[config.mk]
export PLATFORM = sky130hd
export DESIGN_NAME = gray_bin_conv_pipe
export DESIGN_NICKNAME = d
export VERILOG_FILES = /design/src/rtl/gray_bin_conv_pipe.sv
export SDC_FILE = /design/constraint.sdc
export NUM_CORES = 1
export LEC_CHECK = 0
export BUFFER_PORTS_ARGS = -buffer_cell sky130_fd_sc_hd__buf_2
export CORE_AREA = 2 2 39 41
export DETAILED_ROUTE_END_ITERATION = 16
export DIE_AREA = 0 0 41 43
export PLACE_DENSITY = 0.61
export SLEW_MARGIN = 0
export SYNTH_ARGS = -nofsm -noshare
export SYNTH_HDL_FRONTEND = slang
export SYNTH_SLANG_ARGS = --single-unit
[constraint.sdc]
create_clock -name clk -period 2.2 [get_ports clk]
set_input_delay 0.11 -clock clk [delete_from_list [all_inputs] [get_ports clk]]
set_output_delay 0.11 -clock clk [all_outputs]
set_load 0.02 [all_outputs]
[src/rtl/gray_bin_conv_pipe.sv]
`default_nettype none
// ============================================================================
// Module      : gray_bin_conv_pipe
// Description : Two-stage valid/ready Gray<->binary converter with a per-word
//               mode bit. Optional Gray-step checker: GBC_STEP_CHECK_EN.
// Revision    : 1.0 - initial release
// ============================================================================
module gray_bin_conv_pipe #(
   parameter int WIDTH = 4
) (
   input  logic             clk,
   input  logic             rst_n,
   input  logic             in_valid,
   output logic             in_ready,
   input  logic [WIDTH-1:0] in_data,
   input  logic             in_mode,
   output logic             out_valid,
   input  logic             out_ready,
   output logic [WIDTH-1:0] out_data,
   output logic             out_mode
`ifdef GBC_STEP_CHECK_EN
   ,
   output logic             out_step_err
`endif
);

   logic             w_adv;
   logic             w_in_fire;
   logic [WIDTH-1:0] w_conv;

   logic             r_s1_valid;
   logic [WIDTH-1:0] r_s1_data;
   logic             r_s1_mode;

   logic             r_out_valid;
   logic [WIDTH-1:0] r_out_data;
   logic             r_out_mode;

   // Gray to binary is a running XOR from the MSB downwards.
   function automatic logic [WIDTH-1:0] f_gray2bin(input logic [WIDTH-1:0] g);
      logic [WIDTH-1:0] b;
      b[WIDTH-1] = g[WIDTH-1];
      for (int i = WIDTH - 2; i >= 0; i--) begin
         b[i] = b[i+1] ^ g[i];
      end
      return b;
   endfunction

   function automatic logic [WIDTH-1:0] f_bin2gray(input logic [WIDTH-1:0] b);
      return b ^ (b >> 1);
   endfunction

   assign w_adv     = !r_out_valid || out_ready;
   assign w_in_fire = in_valid && w_adv;
   assign w_conv    = r_s1_mode ? f_bin2gray(r_s1_data) : f_gray2bin(r_s1_data);

   assign in_ready  = w_adv;
   assign out_valid = r_out_valid;
   assign out_data  = r_out_data;
   assign out_mode  = r_out_mode;

   always_ff @(posedge clk) begin
      if (!rst_n) begin
         r_s1_valid  <= 1'b0;
         r_s1_data   <= '0;
         r_s1_mode   <= 1'b0;
         r_out_valid <= 1'b0;
         r_out_data  <= '0;
         r_out_mode  <= 1'b0;
      end else if (w_adv) begin
         r_s1_valid  <= in_valid;
         r_s1_data   <= in_data;
         r_s1_mode   <= in_mode;
         r_out_valid <= r_s1_valid;
         r_out_data  <= w_conv;
         r_out_mode  <= r_s1_mode;
      end
   end

`ifdef GBC_STEP_CHECK_EN
   logic             w_step_err;
   logic             r_hist_valid;
   logic [WIDTH-1:0] r_hist_data;
   logic             r_s1_err;
   logic             r_out_err;

   // Exactly one bit must change between successive Gray words; a repeat is an error.
   assign w_step_err   = r_hist_valid && ($countones(in_data ^ r_hist_data) != 1);
   assign out_step_err = r_out_err;

   always_ff @(posedge clk) begin
      if (!rst_n) begin
         r_hist_valid <= 1'b0;
         r_hist_data  <= '0;
         r_s1_err     <= 1'b0;
         r_out_err    <= 1'b0;
      end else begin
         if (w_adv) begin
            r_s1_err  <= !in_mode && w_step_err;
            r_out_err <= r_s1_err;
         end
         if (w_in_fire && !in_mode) begin
            r_hist_valid <= 1'b1;
            r_hist_data  <= in_data;
         end
      end
   end
`else
   logic w_unused_fire;
   assign w_unused_fire = w_in_fire;
`endif

endmodule
`default_nettype wire

# Word-level counts from Yosys, hierarchy flattened
# Index checks and enable logic that the tools add are counted.
[word_totals] reg_bits=12 latch_bits=0 mem_bits_rw=0 mem_bits_ro=0 in_bits=9 out_inout_bits=7 wordCells=13 n_memories=0
[op_classes] n_addsub=0 n_mul=0 n_div=0 n_lt_le_gt_ge=0 n_eq_ne=0 n_shift=0 muxes=1 n_bitwise=4 reduce_logical=2
[ops] op="$mux W4" n=1
[ops] op="$xor A4 B3 Y4" n=1
[ops] op="$xor A1 B1 Y1" n=3
[ops] op="$logic_not A1 Y1" n=1
[ops] op="$logic_or A1 B1 Y1" n=1

# Logic depth before layout (Yosys ltp)
[logic_depth] ltp_word=4 mapped_depth=5 mapped_depth_nobuf=4

# Worst setup path before layout
# OpenSTA, ideal clock, no wires.
[synth_path] path_type="register to register" from="reg r_out_valid (netlist: out_valid)" to="reg r_out_data[0] (netlist: out_data[0])" setup_ns=0.130 t_arrival_ns=1.069 t_required_ns=2.070 slack_ns=1.001 stages_incl_launch_ff=6 n_path_buf=1 period_less_slack_ns=1.199 path_cell_list="dfxtp_1 -> nor2b_4 -> inv_2 -> buf_2 -> o2111ai_1 -> o211ai_2"
[synth_via] elab_chain_len=2
[synth_lines] element="start, declared" line="35" source="logic r_out_valid;"
[synth_lines] element="start signal, assigned" line="74" source="r_out_valid <= r_s1_valid;"
[synth_lines] element="$logic_not A1 Y1" line="53" source="assign w_adv = !r_out_valid || out_ready;"
[synth_lines] element="$logic_or A1 B1 Y1" line="53"
[synth_lines] element="via in_ready" line="14" source="output logic in_ready,"
[synth_lines] element="end signal, assigned" line="75" source="r_out_data <= w_conv;"
[synth_lines] element="end, declared" line="36" source="logic [WIDTH-1:0] r_out_data;"
# The timed path passes the listed nets, and every way through them passes these cells.
# A chain may end at the register's enable or synchronous reset.

# Final worst setup path
[layout_path] from="reg r_out_valid (netlist: out_valid)" to="out in_ready"
[layout_via] elab_chain_len=2
[layout_lines] element="$logic_not A1 Y1" line="53"
[layout_lines] element="$logic_or A1 B1 Y1" line="53"
[layout_lines] element="end, declared" line="14"
# No other way between the ends.

==> summary.md <==
| Metric | Value |
|---|---|
| Simple-gate share of the synthesized area | `between 20% and 30%` |
| Post-Synth XOR/XNOR Area | `between 5 and 6%` |
| Post-synthesis mux area share | `0%` |
| Nets | `85` |
| Worst Setup Start Kind | `register` |
| Slowest stage cell, crit path | `dfxtp_1` |
| Total global routing track utilization | `roughly 13%` |
| Vias per Instance | `4.57` |
| Die area | `about 1800 sq um` |
| Part of the cycle the worst path needs | `64.2%` |
| Synth Area in Compound Gates | `between 15 and 20%` |
| Number of synthesized flops with an enable pin | `0` |
| Initial antenna violation count | `0` |
| Wire per inst | `9.95 um` |
| CP Max Fanout | `14` |
| Ratio of cells with drive above 1 in the final layout | `between 20% and 30%` |
| Syn_nets | `68` |
| Worst-path clk slew | `approximately 0.07 ns` |
| Min-delay worst type | `in2reg` |
| Tightest Pin Transition | `0.348 ns` |
| Pre-Repair DR Iteration Count | `2` |
| Dpl ws | `approximately 1.0 ns` |
| # Post-CTS Setup Buffers | `0` |
| Fmax achieved | `between 700 and 800 MHz` |
| Placed instance area | `around 570 sq um` |
| Largest family of logic cells by synthesized area | `simple AND/OR/NAND/NOR gates` |
| Synth area leader | `dfxtp_1` |
| Die width | `~40 um` |
| Hpwl dp | `about 630 um` |
| CORE AREA | `between 1000 and 1500 sq um` |
| Die H | `roughly 43 um` |
| Hold Worst Slack | `around 0.077 ns` |
| Share of the synthesized area in the top cell type | `roughly half` |
| Crit. Startpoint | `out_valid$_SDFFE_PN0P_` |
| Average size of a mapped cell | `slightly above 8 sq um` |
| CTS max path bufs | `2` |
| Slew Limit Fails | `0` |
| Setup slack after layout | `roughly 0.79 ns` |
| Async SR Flop Fraction | `0%` |
| IO Count | `16` |
| Crit path cell chain | `nor2b_4 -> inv_2 -> buf_2` |
| Starting Density | `a little over a third` |
| Register area share after synthesis | `between 40% and 50%` |
| Min Tclk post-route | `around 1.4 ns` |
| Hold Fails Final Rpt | `0` |
| DR vias | `between 400 and 500` |
| Clock H-tree levels | `1` |
| Cts repair resizes | `0` |
| RSZ-0062 raised after global routing | `false` |
| I/O Buffers | `15` |
| # setup viols final | `0` |
| Top_reg_cell synth | `dfxtp_1` |
| Reg2reg start | `out_valid$_SDFFE_PN0P_` |
| Crit path DAT | `between 1 and 1.5 ns` |
| Number of global-route vias before repair | `380` |
| Antenna diode count | `0` |
| Violation count after the first detailed-route iteration | `6` |
| Run status | `finished clean` |
| Top cell types by occurrence after synthesis | `nand2_1 (16), dfxtp_1 (12), a21oi_1 (9), nor2_1 (4)` |
| MaxCap Viol Count | `0` |
| First-pass GRT wire length | `approximately 1500 um` |
| Grt total ovfl | `0` |
| Critical path class | `reg2out` |
| Largest net degree at the start of global routing | `15` |
| CP max stage delay | `~0.33 ns` |
| Hold_sp | `in_data[2]` |
| PD cells | `795 nW/um^2` |
| Synth Register Bits | `12` |
| Relative slew slack | `around 77%` |
| Overall Power | `0.483 mW` |
| Worst path top cell family by delay | `buffers and inverters` |
| Area grow syn2layout | `24.0%` |
| CP endpoint kind | `output port` |
| CTS sink cnt | `12` |
| Placer congestion estimate | `between 0.6 and 0.7` |
| Cts bufs inserted | `3` |
| Static Leak | `approximately 0.27 nW` |
| Post-DRT Antenna Nets | `0` |
| CP bufs+invs | `2` |
| Drt drc | `0` |
| Setup TNS | `0 ns` |
| Post-Synth Adder-Cell Area | `0%` |
| Syn Inst Count | `just under 60` |
| CTS Root Cell | `clkbuf_4` |
| Cell Area, Synth | `490 sq um` |
| Unique masters post-synth | `19` |
| Synthesis Warnings | `0` |
| Fill count | `roughly 150` |
| TritonCTS clock tree | `yes` |
| Cell row count | `14` |
| Drt total wl | `~910 um` |
| Worst VDD drop | `about 0.42 mV` |
| Largest cells by area after synthesis | `dfxtp_1 (49%), nand2_1 (12%), a21oi_1 (9.2%), xnor2_1 (3.6%), nor2_1 (3.1%)` |
| Layout Skew | `0.00210 ns` |
| Count leader, synth | `nand2_1` |
| Later-pin clock latency in the skew report | `approximately 0.27 ns` |
| Critical Path RT | `around 2.1 ns` |
| Post-route cell area | `between 600 and 700 sq um` |
| Hold buffers post-CTS | `0` |
[final timing paths]
path | end | slack [ns] | cells after the start
worst max-delay path | in_ready | 0.79 | 3
worst min-delay path | r_s1_data[2]$_SDFFE_PN0P_ | 0.08 | 3
worst max register to register | out_data[1]$_SDFFE_PN0P_ | 0.98 | 3
worst min register to register | out_mode$_SDFFE_PN0P_ | 0.45 | 2
[where the power goes]
part	switching [mW]	total, mW	internal (mW)
combinational	0.0385	0.0671	0.0286
sequential	0.0101	0.243	0.233
clock	0.0728	0.173	0.100
total	0.121	0.483	0.362
[metal layers]
| layer | global-route usage (%) | share of wire (%) | vias up |
|---|---|---|---|
| met5 | 0 | 0 | - |
| met4 | 12.0 | 2.1 | 0 |
| met3 | 3.14 | 3.8 | 2 |
| met2 | 17.8 | 48 | 10 |
| met1 | 15.4 | 46 | 176 |
| li1 | - | - | 228 |
[state kept, by name (all words and copies together) (netlist names)]
register	count
out_data	4
out_valid	1
r_s1_mode	1
r_s1_data	4
out_mode	1
r_s1_valid	1
[metrics by stage]
stage | util, % | instances
floorplan | - | 59
global placement | 41.3 | 87
detailed placement | 41.3 | 87
CTS | 43.9 | 91
global route | 43.9 | 91
finish | 43.9 | 91
[logic make-up (layout without fill, tap and decap cells)]
kind of cell / after synthesis / in the layout
AOI/OAI and AO/OA: 13 / 13
buffers and inverters: 6 / 22
xor gates and xnor gates: 3 / 3
and+or+nand+nor: 25 / 25
DFF: 12 / 12
[final cells by class]
class	instances	area [sq um]	share of cell area (%)
clock buffers	4	36.3	5.97
well taps	16	20.0	3.29
multi-input cells	41	225	37.0
inverters	3	11.3	1.85
flip-flops and latches	12	240	39.5
repair buffers	15	75.1	12.3
[worst reg2reg max path, stage by stage, from the launching register on]
cell and delay, ns:
dfxtp_1 0.33, nor2b_4 0.33, a21oi_1 0.07, a2111oi_1 0.38
[cell usage in the layout (no fill, tap or decap)]
cell | Yosys | layout
a21oi_1 | 9 | 9
nor2_1 | 4 | 4
or3_1 | 1 | 1
nor2b_4 | 1 | 1
xor2_1 | 1 | 1
or2_0 | 1 | 1
nand3_1 | 1 | 1
a2111oi_1 | 1 | 1
buf_2 | 2 | 15
nand2_1 | 16 | 16
o2111ai_1 | 1 | 1
clkbuf_4 | 0 | 3
a211oi_1 | 1 | 1
o211ai_2 | 1 | 1
inv_2 | 1 | 1
nor4b_1 | 1 | 1
clkbuf_8 | 0 | 1
inv_1 | 2 | 2
dfxtp_1 | 12 | 12
xnor2_1 | 2 | 2
No activity file was read; power rests on OpenSTA's default activity.
